`src/rtl/pwm_regs_pkg.sv`:
```
// Shared PWM timer register map, sequencer state encoding and the
// step-to-write mapping used when programming one timer.
package pwm_regs_pkg;

  localparam logic [31:0] OFF_CTRL     = 32'h14;
  localparam logic [31:0] OFF_RELOAD   = 32'h04;
  localparam logic [31:0] OFF_PRESCALE = 32'h08;
  localparam logic [31:0] OFF_CFG      = 32'h18;
  localparam logic [31:0] OFF_CMPX     = 32'h0c;
  localparam logic [31:0] OFF_CMPY     = 32'h10;
  localparam logic [31:0] OFF_PWM0CFG  = 32'h1c;
  localparam logic [31:0] OFF_PWM1CFG  = 32'h20;

  localparam logic [1:0] ERR_NONE    = 2'b00;
  localparam logic [1:0] ERR_BUS     = 2'b01;
  localparam logic [1:0] ERR_TIMEOUT = 2'b10;

  localparam logic [3:0] LAST_STEP = 4'd8;

  typedef enum logic [2:0] {
    ST_IDLE,
    ST_REQ,
    ST_GAP,
    ST_DONE,
    ST_ABORT
  } state_e;

  typedef struct packed {
    logic [31:0] reload;
    logic [31:0] prescale;
    logic [31:0] cmpx;
    logic [31:0] cmpy;
    logic [2:0]  cfg;
    logic [11:0] pwm0cfg;
    logic [11:0] pwm1cfg;
    logic [3:0]  ctrl;
  } vals_t;

  typedef struct packed {
    logic [31:0] off;
    logic [31:0] dat;
  } wr_t;

  // The timer is disabled first and re-enabled last so it never runs on a
  // half-written configuration.
  function automatic wr_t step_map(input logic [3:0] step, input vals_t v);
    wr_t w;
    w.off = OFF_CTRL;
    w.dat = '0;
    case (step)
      4'd1: begin w.off = OFF_RELOAD;   w.dat = v.reload;             end
      4'd2: begin w.off = OFF_PRESCALE; w.dat = v.prescale;           end
      4'd3: begin w.off = OFF_CFG;      w.dat = {29'd0, v.cfg};       end
      4'd4: begin w.off = OFF_CMPX;     w.dat = v.cmpx;               end
      4'd5: begin w.off = OFF_CMPY;     w.dat = v.cmpy;               end
      4'd6: begin w.off = OFF_PWM0CFG;  w.dat = {20'd0, v.pwm0cfg};   end
      4'd7: begin w.off = OFF_PWM1CFG;  w.dat = {20'd0, v.pwm1cfg};   end
      4'd8: begin w.off = OFF_CTRL;     w.dat = {28'd0, v.ctrl};      end
      default: ;
    endcase
    return w;
  endfunction

endpackage

```
`src/rtl/pwm_cfg_sequencer_if.sv`:
```
// Wishbone classic write-only bus between the sequencer and the timer block.
interface pwm_cfg_sequencer_if;
  logic        cyc;
  logic        stb;
  logic        we;
  logic [31:0] adr;
  logic [31:0] dat;
  logic [3:0]  sel;
  logic        ack;
  logic        err;

  modport master (output cyc, stb, we, adr, dat, sel, input ack, err);
  modport slave  (input cyc, stb, we, adr, dat, sel, output ack, err);
endinterface

```
`src/rtl/pwm_cfg_sequencer.sv`:
```
// Programs one PWM timer with a fixed nine-write Wishbone sequence from a
// snapshot of the value inputs, reporting done or abort with the failing step.
module pwm_cfg_sequencer
  import pwm_regs_pkg::*;
#(
  parameter logic [31:0] BASE_ADDR = 32'h3000_0000,
  parameter logic [31:0] STRIDE    = 32'h0000_1000,
  parameter int          TIMEOUT   = 16
) (
  input  logic                       wb_clk_i,
  input  logic                       wb_rst_i,
  input  logic                       start_i,
  input  logic [1:0]                 tsel_i,
  input  logic [31:0]                reload_i,
  input  logic [31:0]                prescale_i,
  input  logic [31:0]                cmpx_i,
  input  logic [31:0]                cmpy_i,
  input  logic [2:0]                 cfg_i,
  input  logic [11:0]                pwm0cfg_i,
  input  logic [11:0]                pwm1cfg_i,
  input  logic [3:0]                 ctrl_i,
  pwm_cfg_sequencer_if.master        m,
  output logic                       busy_o,
  output logic                       done_o,
  output logic                       err_o,
  output logic [3:0]                 err_step_o,
  output logic [1:0]                 err_code_o
);

  localparam logic [15:0] TMO_LAST = 16'(TIMEOUT - 1);

  state_e      state_q;
  logic [3:0]  step_q, step_d;
  logic [15:0] tmo_q;
  logic [31:0] base_q, base_d;
  vals_t       snap_q, in_vals, src_d;
  wr_t         wr_d;
  logic        cyc_q, stb_q, we_q;
  logic [3:0]  sel_q;
  logic [31:0] adr_q, dat_q;
  logic        busy_q, done_q, err_q;
  logic [3:0]  err_step_q;
  logic [1:0]  err_code_q;

  // In IDLE the next write is step 0 taken straight from the inputs; after
  // that every write comes from the snapshot.
  always_comb begin
    in_vals = '{reload: reload_i, prescale: prescale_i, cmpx: cmpx_i,
                cmpy: cmpy_i, cfg: cfg_i, pwm0cfg: pwm0cfg_i,
                pwm1cfg: pwm1cfg_i, ctrl: ctrl_i};
    step_d  = step_q + 4'd1;
    base_d  = base_q;
    src_d   = snap_q;
    if (state_q == ST_IDLE) begin
      step_d = 4'd0;
      base_d = BASE_ADDR + 32'(tsel_i) * STRIDE;
      src_d  = in_vals;
    end
    wr_d = step_map(step_d, src_d);
  end

  always_ff @(posedge wb_clk_i or posedge wb_rst_i) begin
    if (wb_rst_i) begin
      state_q    <= ST_IDLE;
      step_q     <= '0;
      tmo_q      <= '0;
      base_q     <= '0;
      snap_q     <= '0;
      cyc_q      <= 1'b0;
      stb_q      <= 1'b0;
      we_q       <= 1'b0;
      sel_q      <= '0;
      adr_q      <= '0;
      dat_q      <= '0;
      busy_q     <= 1'b0;
      done_q     <= 1'b0;
      err_q      <= 1'b0;
      err_step_q <= '0;
      err_code_q <= ERR_NONE;
    end else begin
      done_q <= 1'b0;
      err_q  <= 1'b0;
      case (state_q)
        ST_IDLE: begin
          if (start_i) begin
            state_q    <= ST_REQ;
            snap_q     <= in_vals;
            base_q     <= base_d;
            step_q     <= step_d;
            tmo_q      <= '0;
            cyc_q      <= 1'b1;
            stb_q      <= 1'b1;
            we_q       <= 1'b1;
            sel_q      <= 4'hF;
            adr_q      <= base_d + wr_d.off;
            dat_q      <= wr_d.dat;
            busy_q     <= 1'b1;
            err_step_q <= '0;
            err_code_q <= ERR_NONE;
          end
        end
        ST_REQ: begin
          // err is tested before ack so a simultaneous ack never commits.
          if (m.err || (!m.ack && tmo_q == TMO_LAST)) begin
            state_q    <= ST_ABORT;
            cyc_q      <= 1'b0;
            stb_q      <= 1'b0;
            we_q       <= 1'b0;
            sel_q      <= '0;
            err_q      <= 1'b1;
            err_step_q <= step_q;
            err_code_q <= m.err ? ERR_BUS : ERR_TIMEOUT;
          end else if (m.ack) begin
            state_q <= (step_q == LAST_STEP) ? ST_DONE : ST_GAP;
            done_q  <= (step_q == LAST_STEP);
            cyc_q   <= 1'b0;
            stb_q   <= 1'b0;
            we_q    <= 1'b0;
            sel_q   <= '0;
          end else begin
            tmo_q <= tmo_q + 16'd1;
          end
        end
        ST_GAP: begin
          state_q <= ST_REQ;
          step_q  <= step_d;
          tmo_q   <= '0;
          cyc_q   <= 1'b1;
          stb_q   <= 1'b1;
          we_q    <= 1'b1;
          sel_q   <= 4'hF;
          adr_q   <= base_q + wr_d.off;
          dat_q   <= wr_d.dat;
        end
        ST_DONE, ST_ABORT: begin
          state_q <= ST_IDLE;
          busy_q  <= 1'b0;
        end
        default: state_q <= ST_IDLE;
      endcase
    end
  end

  assign m.cyc      = cyc_q;
  assign m.stb      = stb_q;
  assign m.we       = we_q;
  assign m.sel      = sel_q;
  assign m.adr      = adr_q;
  assign m.dat      = dat_q;
  assign busy_o     = busy_q;
  assign done_o     = done_q;
  assign err_o      = err_q;
  assign err_step_o = err_step_q;
  assign err_code_o = err_code_q;

endmodule
```
`src/flat_wrapper.sv`:
```
// flat-port wrapper written by rule: the top's interface ports become plain ports
module pwm_cfg_sequencer_flat import pwm_regs_pkg::*;
#(
  parameter logic [31:0] BASE_ADDR = 32'h3000_0000,
  parameter logic [31:0] STRIDE    = 32'h0000_1000,
  parameter int          TIMEOUT   = 16
)
  (wb_clk_i, wb_rst_i, start_i, tsel_i, reload_i, prescale_i, cmpx_i, cmpy_i, cfg_i, pwm0cfg_i, pwm1cfg_i, ctrl_i, busy_o, done_o, err_o, err_step_o, err_code_o, m_cyc, m_stb, m_we, m_adr, m_dat, m_sel, m_ack, m_err);
  pwm_cfg_sequencer_if m_i ();
  input  logic wb_clk_i;
  input  logic wb_rst_i;
  input  logic start_i;
  input  logic [1:0] tsel_i;
  input  logic [31:0] reload_i;
  input  logic [31:0] prescale_i;
  input  logic [31:0] cmpx_i;
  input  logic [31:0] cmpy_i;
  input  logic [2:0] cfg_i;
  input  logic [11:0] pwm0cfg_i;
  input  logic [11:0] pwm1cfg_i;
  input  logic [3:0] ctrl_i;
  output logic busy_o;
  output logic done_o;
  output logic err_o;
  output logic [3:0] err_step_o;
  output logic [1:0] err_code_o;
  output wire logic [$bits(m_i.cyc)-1:0] m_cyc;
  output wire logic [$bits(m_i.stb)-1:0] m_stb;
  output wire logic [$bits(m_i.we)-1:0] m_we;
  output wire logic [$bits(m_i.adr)-1:0] m_adr;
  output wire logic [$bits(m_i.dat)-1:0] m_dat;
  output wire logic [$bits(m_i.sel)-1:0] m_sel;
  input wire logic [$bits(m_i.ack)-1:0] m_ack;
  input wire logic [$bits(m_i.err)-1:0] m_err;
  assign m_cyc = m_i.cyc;
  assign m_stb = m_i.stb;
  assign m_we = m_i.we;
  assign m_adr = m_i.adr;
  assign m_dat = m_i.dat;
  assign m_sel = m_i.sel;
  assign m_i.ack = m_ack;
  assign m_i.err = m_err;
  pwm_cfg_sequencer #(.BASE_ADDR(BASE_ADDR), .STRIDE(STRIDE), .TIMEOUT(TIMEOUT)) u_core (.wb_clk_i(wb_clk_i), .wb_rst_i(wb_rst_i), .start_i(start_i), .tsel_i(tsel_i), .reload_i(reload_i), .prescale_i(prescale_i), .cmpx_i(cmpx_i), .cmpy_i(cmpy_i), .cfg_i(cfg_i), .pwm0cfg_i(pwm0cfg_i), .pwm1cfg_i(pwm1cfg_i), .ctrl_i(ctrl_i), .m(m_i), .busy_o(busy_o), .done_o(done_o), .err_o(err_o), .err_step_o(err_step_o), .err_code_o(err_code_o));
endmodule
```
`config.mk`:
```
export PLATFORM = sky130hd
export DESIGN_NAME = pwm_cfg_sequencer_flat
export DESIGN_NICKNAME = d
export VERILOG_FILES = /design/src/rtl/pwm_regs_pkg.sv /design/src/rtl/pwm_cfg_sequencer_if.sv /design/src/rtl/pwm_cfg_sequencer.sv /design/src/flat_wrapper.sv
export SDC_FILE = /design/constraint.sdc
export NUM_CORES = 1
export LEC_CHECK = 0
export CORE_MARGIN = 2
export CORE_UTILIZATION = 52
export DETAILED_ROUTE_END_ITERATION = 8
export MAX_ROUTING_LAYER = met4
export PLACE_DENSITY = 0.8
export SYNTH_ARGS = -nofsm -noshare
export SYNTH_HDL_FRONTEND = slang
export SYNTH_SLANG_ARGS = --single-unit
```
`constraint.sdc`:
```
create_clock -name wb_clk_i -period 14.8 [get_ports wb_clk_i]
set_clock_uncertainty 0.2 [all_clocks]
set_input_delay 4.44 -clock wb_clk_i [delete_from_list [all_inputs] [get_ports wb_clk_i]]
set_output_delay 4.44 -clock wb_clk_i [all_outputs]
set_load 0.01 [all_outputs]
```
# Word level (Yosys, flattened, before mapping)
# Cells that the tools add are included.
[classes] n_addsub=5 eq_ne=19 n_mux=40 n_reduce_logical=16
[ops] op="case mux 38 bit (8 select lines)" count=1
[ops] op="2-to-1 mux 159 bit" count=1
[ops] op="case mux 32 bit (2 select lines)" count=2
[ops] op="2-to-1 mux 32 bit" count=3
[ops] op="adder 32 x 6 -> 32 bit" count=2
[ops] op="2-to-1 mux 16 bit" count=3
[ops] op="case mux 16 bit (3 select lines)" count=1
[ops] op="adder 30 x 14 -> 31 bit (first input constant)" count=1
[ops] op="2-to-1 mux 4 bit" count=7
[ops] op="adder 16 x 1 -> 16 bit (second input constant)" count=1
[ops] op="equality test 16 x 4 -> 1 bit (second input constant)" count=1
[ops] op="equality test 4 x 3 -> 1 bit (second input constant)" count=4
[ops] op="case mux 4 bit (2 select lines)" count=2
[ops] op="case mux 4 bit (3 select lines)" count=1
[ops] op="2-to-1 mux 1 bit" count=9
[ops] op="2-to-1 mux 3 bit" count=3
[ops] op="case mux 3 bit (3 select lines)" count=1
[ops] op="equality test 4 x 2 -> 1 bit (second input constant)" count=2
[ops] op="equality test 4 bit (second input constant)" count=2
[ops] op="AND reduction 2 bit" count=4
[ops] op="equality test 3 x 2 -> 1 bit (second input constant)" count=2
[ops] op="2-to-1 mux 2 bit" count=3
[ops] op="inequality test 2 bit (second input constant)" count=3
[ops] op="AND reduction 3 bit" count=2
[ops] op="17 further kinds" count=19
[totals] reg_bits=292 output_inout_bits=80 elab_cells=101

# Logic depth before layout (Yosys ltp)
[depth] word_depth=7 mapped_depth=16 mapped_depth_nobuf=13

# Worst setup path before layout
# No wires, ideal clock.
[synth_path] kind="input -> register" startpoint="input m_err" endpoint="register u_core.tmo_q[11]" arrival_time_ps=5945 required_time_ps=14522 setup_slack_ps=8577 cell_stages=5 n_path_buf=0 path_cell_list="or4b_1 -> a21oi_1 -> nand3_1 -> or3_1 -> a21oi_1"
[synth_via] elab_chain_len=3
[synth_rtl] element="start: declaration" line_no="flat_wrapper.sv:34" rtl="input wire logic [$bits(m_i.err)-1:0] m_err;"
[synth_rtl] element="logical OR 1 bit" line_no="pwm_cfg_sequencer.sv:104" rtl="if (m.err || (!m.ack && tmo_q == TMO_LAST)) begin"
[synth_rtl] element="inequality test 2 bit (no line)"
[synth_rtl] element="AND reduction 4 bit (no line)"
[synth_rtl] element="end signal: assignment" line_no="pwm_cfg_sequencer.sv:121" rtl="tmo_q <= tmo_q + 16'd1;"
[synth_rtl] element="end: declaration" line_no="pwm_cfg_sequencer.sv:34" rtl="logic [15:0] tmo_q;"
# No other way between the ends.
# A chain may end at the register's enable or synchronous reset.

# Final worst setup path
[layout_path] startpoint="input start_i" endpoint="register u_core.snap_q[32] (netlist name)"
[layout_via] elab_chain_len=1
[layout_rtl] element="start: declaration" line_no="flat_wrapper.sv:12" rtl="input logic start_i;"
[layout_rtl] element="AND reduction 2 bit (no line)"
[layout_rtl] element="end signal: assignment" line_no="pwm_cfg_sequencer.sv:87" rtl="snap_q <= in_vals;"
[layout_rtl] element="end: declaration" line_no="pwm_cfg_sequencer.sv:36" rtl="vals_t snap_q, in_vals, src_d;"
# No other way between the ends.

==> summary.txt <==
Status
  – Run status: finished clean

Power
  – Switching power of the nets: a little over 0.9 mW
  – Areal power density over the cells: approximately 170 mW/mm^2
  – Portion of total power attributed to the clock network: between 20% and 30%
  – PnR Total Power: approximately 2.9 mW
  – Fraction of power spent switching nets: roughly a third
  – Internal Pwr Total: 1.94 mW
  – Peak VDD IR: 0.122 mV
  – Share of power burned in combinational logic: between 30% and 40%
  – Power share of the sequential group: 42.6%
  – Total leakage power: about 6.7 nW

Setup path
  – Flop2flop setup slack: 9.58 ns
  – Origin of the critical flop-to-flop path: u_core.step_q[0]$_DFFE_PP0P_
  – Capturing element of the worst setup path: u_core.snap_q[32]$_DFFE_PP0P_
  – Crit path buf inv count: 3
  – CP most frequent cell: sky130_fd_sc_hd__buf_4
  – Critical path type: input pin to flop
  – Kind of cell with the highest combined delay on the critical path: buffers and inverters
  – Type of element capturing the critical path: flop
  – Launching element of the worst setup path: start_i
  – Slowest cell on the critical path: sky130_fd_sc_hd__buf_4
  – Cells traversed along the worst timing path: clkdlybuf4s50_1 > and2_4 > buf_4 > buf_4 > mux2_2
  – Longest individual stage delay on the worst path: 0.96 ns
  – End of the worst register-to-register path: u_core.m.adr[28]$_DFFE_PP0P_
  – FF-to-FF path depth: 11
  – Critical path launch point type: input pin
  – Critical Path Fanout Max: 86
  – Data arrival time of the worst path: 7.80 ns
  – Required time at the endpoint of the critical path: about 15 ns
  – Cell count along the critical path: 5

Floorplan
  – Width of the die: 161 um
  – Full die area: 0.0259 sq mm
  – # IOs: 246
  – Row count: between 50 and 60
  – Starting Density: between 50% and 60%
  – Floorplan die height: ~160 um
  – Placeable core region: about 0.024 sq mm

Detailed routing
  – Final ANT Viol Nets: 0
  – DRT Pass-1 Iters: 5
  – Average detailed-routed wire length per instance: 19.9 um
  – Number of vias after detailed routing: 9534
  – Initial drt markers: 627
  – Residual DRC: 0
  – Wire length reported by the detailed router: 32700 um
  – Number of vias per cell after detailed routing: 5.79

GRT
  – Pin count of the biggest net entering global routing: 147
  – Antenna violations before repair: 4
  – GRT Resource Usage Total: a little over a quarter
  – Final global-route overflow total: 0
  – Number of global-route vias before repair: 9687
  – Wire length of the first global-routing pass: 52300 um

Timing
  – Tightest hold margin: approximately 0.28 ns
  – Min Clock Period, post-route: 7.58 ns
  – Setup ws final: between 7 and 8 ns
  – Slew Limit Fails: 0
  – Fin. Hold Viols: 0
  – Final setup violation count: 0
  – Slew headroom: approximately 24%
  – Upper clock frequency limit: 132 MHz
  – Final TNS setup: 0 ns
  – Actual slew at the worst max-slew pin: ~1.1 ns
  – Period Utilization, post-route: between 50 and 60%
  – Unrepaired setup endpoints after global routing: no

Cells and area
  – Final design utilization: between 60% and 70%
  – Post-route cell area: 0.0164 sq mm
  – Commonest cells after routing, fill and taps aside: sky130_fd_sc_hd__dfrtp_1, sky130_fd_sc_hd__clkdlybuf4s50_1, sky130_fd_sc_hd__mux2_2
  – Area Growth Syn to Fin: 28.3%
  – Number of fill cells in the layout: around 1.9k
  – Final std cells w/o fill: 1646
  – Total number of nets in the final design: between 1k and 1.5k
  – Commonest non-fill, non-tap cell in the layout: sky130_fd_sc_hd__dfrtp_1
  – Share of layout cells above drive strength 1: between 10% and 20%

Clock network
  – Clk pin slew, worst setup/hold paths: 0.06 ns
  – Root cell of the clock tree: sky130_fd_sc_hd__clkbuf_16
  – Number of gates given a new drive strength after cts: 0
  – CTS tree: yes
  – Maximum buffer depth of the clock tree: 3
  – H-tree lvl count: 1
  – Inserted Clock Buffers: 29
  – Clock latency at the later pin of the worst-skew pair: 0.55 ns
  – Number of clock sinks seen by CTS: 288
  – Setup Buffers After CTS: 0
  – Hold Buf Count CTS: 0

Synth
  – Count of distinct cell types in the synthesized netlist: 54
  – Yosys warnings: 0
  – Register area share after synthesis: 56.3%
  – Most common flop cell mapped by yosys: sky130_fd_sc_hd__dfrtp_1
  – Ys async rst share: 100%
  – Number of flops mapped to enable cells by yosys: 0
  – Post-Synthesis Mean Instance Area: 11.8 sq um
  – Net count after synthesis: 1257
  – Synthesized cell area: 0.0128 sq mm
  – Cells after Synth: 1083
  – Post-synthesis register bit count: 288

Placed design
  – Input/output buffers: 245
  – Placer Congestion: 0.839
  – HPWL after detailed placement: 21800 um
  – Inst Count DP: 1592
  – Pre-CTS setup slack: 6.70 ns
  – Area of placed instances: between 0.015 and 0.02 sq mm

Run
  – Total of max-cap violations: 0

Min path
  – Classification of the worst-slack hold path: flop to flop
-- cells by family (layout without fill, tap and decap cells) --
family          Yosys count  in the layout  synth area share [%]
other cells               0              4                     0
compound gates          226            226                  11.8
xor+xnor                 40             40                  2.74
simple gates            261            261                  10.0
mux                     177            177                  15.5
buf+inv                  83            318                  2.72
flops                   288            288                  56.3
fa+ha+maj                 8              8                 0.841
-- area by class of cell --
| cell class | instances | area, sq um | share of cell area (%) |
|---|---|---|---|
| Sequential cell | 288 | 7210 | 43.9 |
| Tap cell | 324 | 405 | 2.47 |
| Inverter | 10 | 45.0 | 0.274 |
| Clock inverter | 5 | 53.8 | 0.328 |
| Multi-Input combinational cell | 712 | 5290 | 32.2 |
| Timing Repair Buffer | 258 | 2550 | 15.5 |
| Clock buffer | 45 | 856 | 5.21 |
| Antenna cell | 4 | 10.0 | 0.0610 |
-- worst register-to-register path: stages (launching register included) --
cell	delay (ns)
sky130_fd_sc_hd__dfrtp_1	0.94
sky130_fd_sc_hd__inv_1	0.16
sky130_fd_sc_hd__ha_1	0.68
sky130_fd_sc_hd__nor2b_1	0.24
sky130_fd_sc_hd__nand2_1	0.09
sky130_fd_sc_hd__a211oi_2	0.94
sky130_fd_sc_hd__ha_1	0.34
sky130_fd_sc_hd__a21oi_1	0.18
sky130_fd_sc_hd__or3_1	0.57
sky130_fd_sc_hd__or2_1	0.31
sky130_fd_sc_hd__or4_1	0.40
sky130_fd_sc_hd__o211ai_1	0.09
-- state kept, by name, indices dropped and copies added, names as in the netlist --
signal / flops
u_core.busy_o: 1
u_core.err_step_o: 4
u_core.m.sel: 1
u_core.err_code_o: 2
u_core.base_q: 32
u_core.step_q: 4
u_core.done_o: 1
u_core.tmo_q: 16
u_core.snap_q: 159
u_core.m.adr: 32
u_core.m.dat: 32
u_core.state_q: 3
u_core.err_o: 1
-- per-layer routing --
metal  GRT usage [%]  part of all wire [%]
met1            33.2                    41
met2            42.6                    49
met3            5.40                   6.8
met4            8.24                   3.1
met5               -                     0
-- synthesized netlist by cell type (6+ instances only) --
cell type | number | area share (%)
sky130_fd_sc_hd__o21ai_1 | 6 | 0.23
sky130_fd_sc_hd__xnor2_1 | 26 | 1.8
sky130_fd_sc_hd__nor2b_1 | 32 | 1.6
sky130_fd_sc_hd__a22oi_1 | 45 | 2.6
sky130_fd_sc_hd__inv_1 | 10 | 0.29
sky130_fd_sc_hd__ha_1 | 7 | 0.68
sky130_fd_sc_hd__o22ai_1 | 17 | 0.83
sky130_fd_sc_hd__clkbuf_1 | 56 | 1.6
sky130_fd_sc_hd__nand2_1 | 98 | 2.9
sky130_fd_sc_hd__o21ai_0 | 60 | 2.3
sky130_fd_sc_hd__dfrtp_1 | 288 | 56
sky130_fd_sc_hd__a22o_1 | 27 | 1.8
sky130_fd_sc_hd__a221oi_1 | 19 | 1.3
sky130_fd_sc_hd__buf_2 | 8 | 0.31
sky130_fd_sc_hd__nor2_1 | 38 | 1.1
sky130_fd_sc_hd__nand3_1 | 25 | 0.98
sky130_fd_sc_hd__and2_1 | 9 | 0.44
sky130_fd_sc_hd__mux2i_1 | 7 | 0.55
sky130_fd_sc_hd__buf_4 | 7 | 0.41
sky130_fd_sc_hd__nor3_1 | 19 | 0.74
sky130_fd_sc_hd__or3_1 | 6 | 0.29
sky130_fd_sc_hd__nand4_1 | 6 | 0.29
sky130_fd_sc_hd__a21oi_1 | 26 | 1.0
sky130_fd_sc_hd__mux2_2 | 170 | 15
sky130_fd_sc_hd__xor2_1 | 14 | 0.96
-- how the worst min path moves through the flow --
stage	startpoint	slack [ns]	depth (start not counted)	to
2_1_floorplan	u_core.base_q[2]$_DFFE_PP0P_	0.26	1	u_core.base_q[2]$_DFFE_PP0P_
3_3_place_gp	u_core.m.adr[19]$_DFFE_PP0P_	0.26	2	u_core.m.adr[19]$_DFFE_PP0P_
3_5_place_dp	u_core.m.adr[6]$_DFFE_PP0P_	0.27	2	u_core.m.adr[6]$_DFFE_PP0P_
4_1_cts	u_core.m.adr[6]$_DFFE_PP0P_	0.29	2	u_core.m.adr[6]$_DFFE_PP0P_
5_1_grt	u_core.m.adr[13]$_DFFE_PP0P_	0.32	2	u_core.m.adr[13]$_DFFE_PP0P_
6_report	u_core.m.adr[6]$_DFFE_PP0P_	0.28	2	u_core.m.adr[6]$_DFFE_PP0P_
-- power groups by stage --
| stage | combinational, mW | clock (mW) | sequential [mW] |
|---|---|---|---|
| CTS | 0.949 | 0.712 | 1.22 |
| global route | 1.02 | 0.745 | 1.25 |
| global placement | 0.914 | 0 | 1.21 |
| floorplan | 0.610 | 0 | 1.19 |
| finish | 0.946 | 0.699 | 1.22 |
| detailed placement | 0.945 | 0 | 1.23 |
No activity file was read; power rests on OpenSTA's default activity.
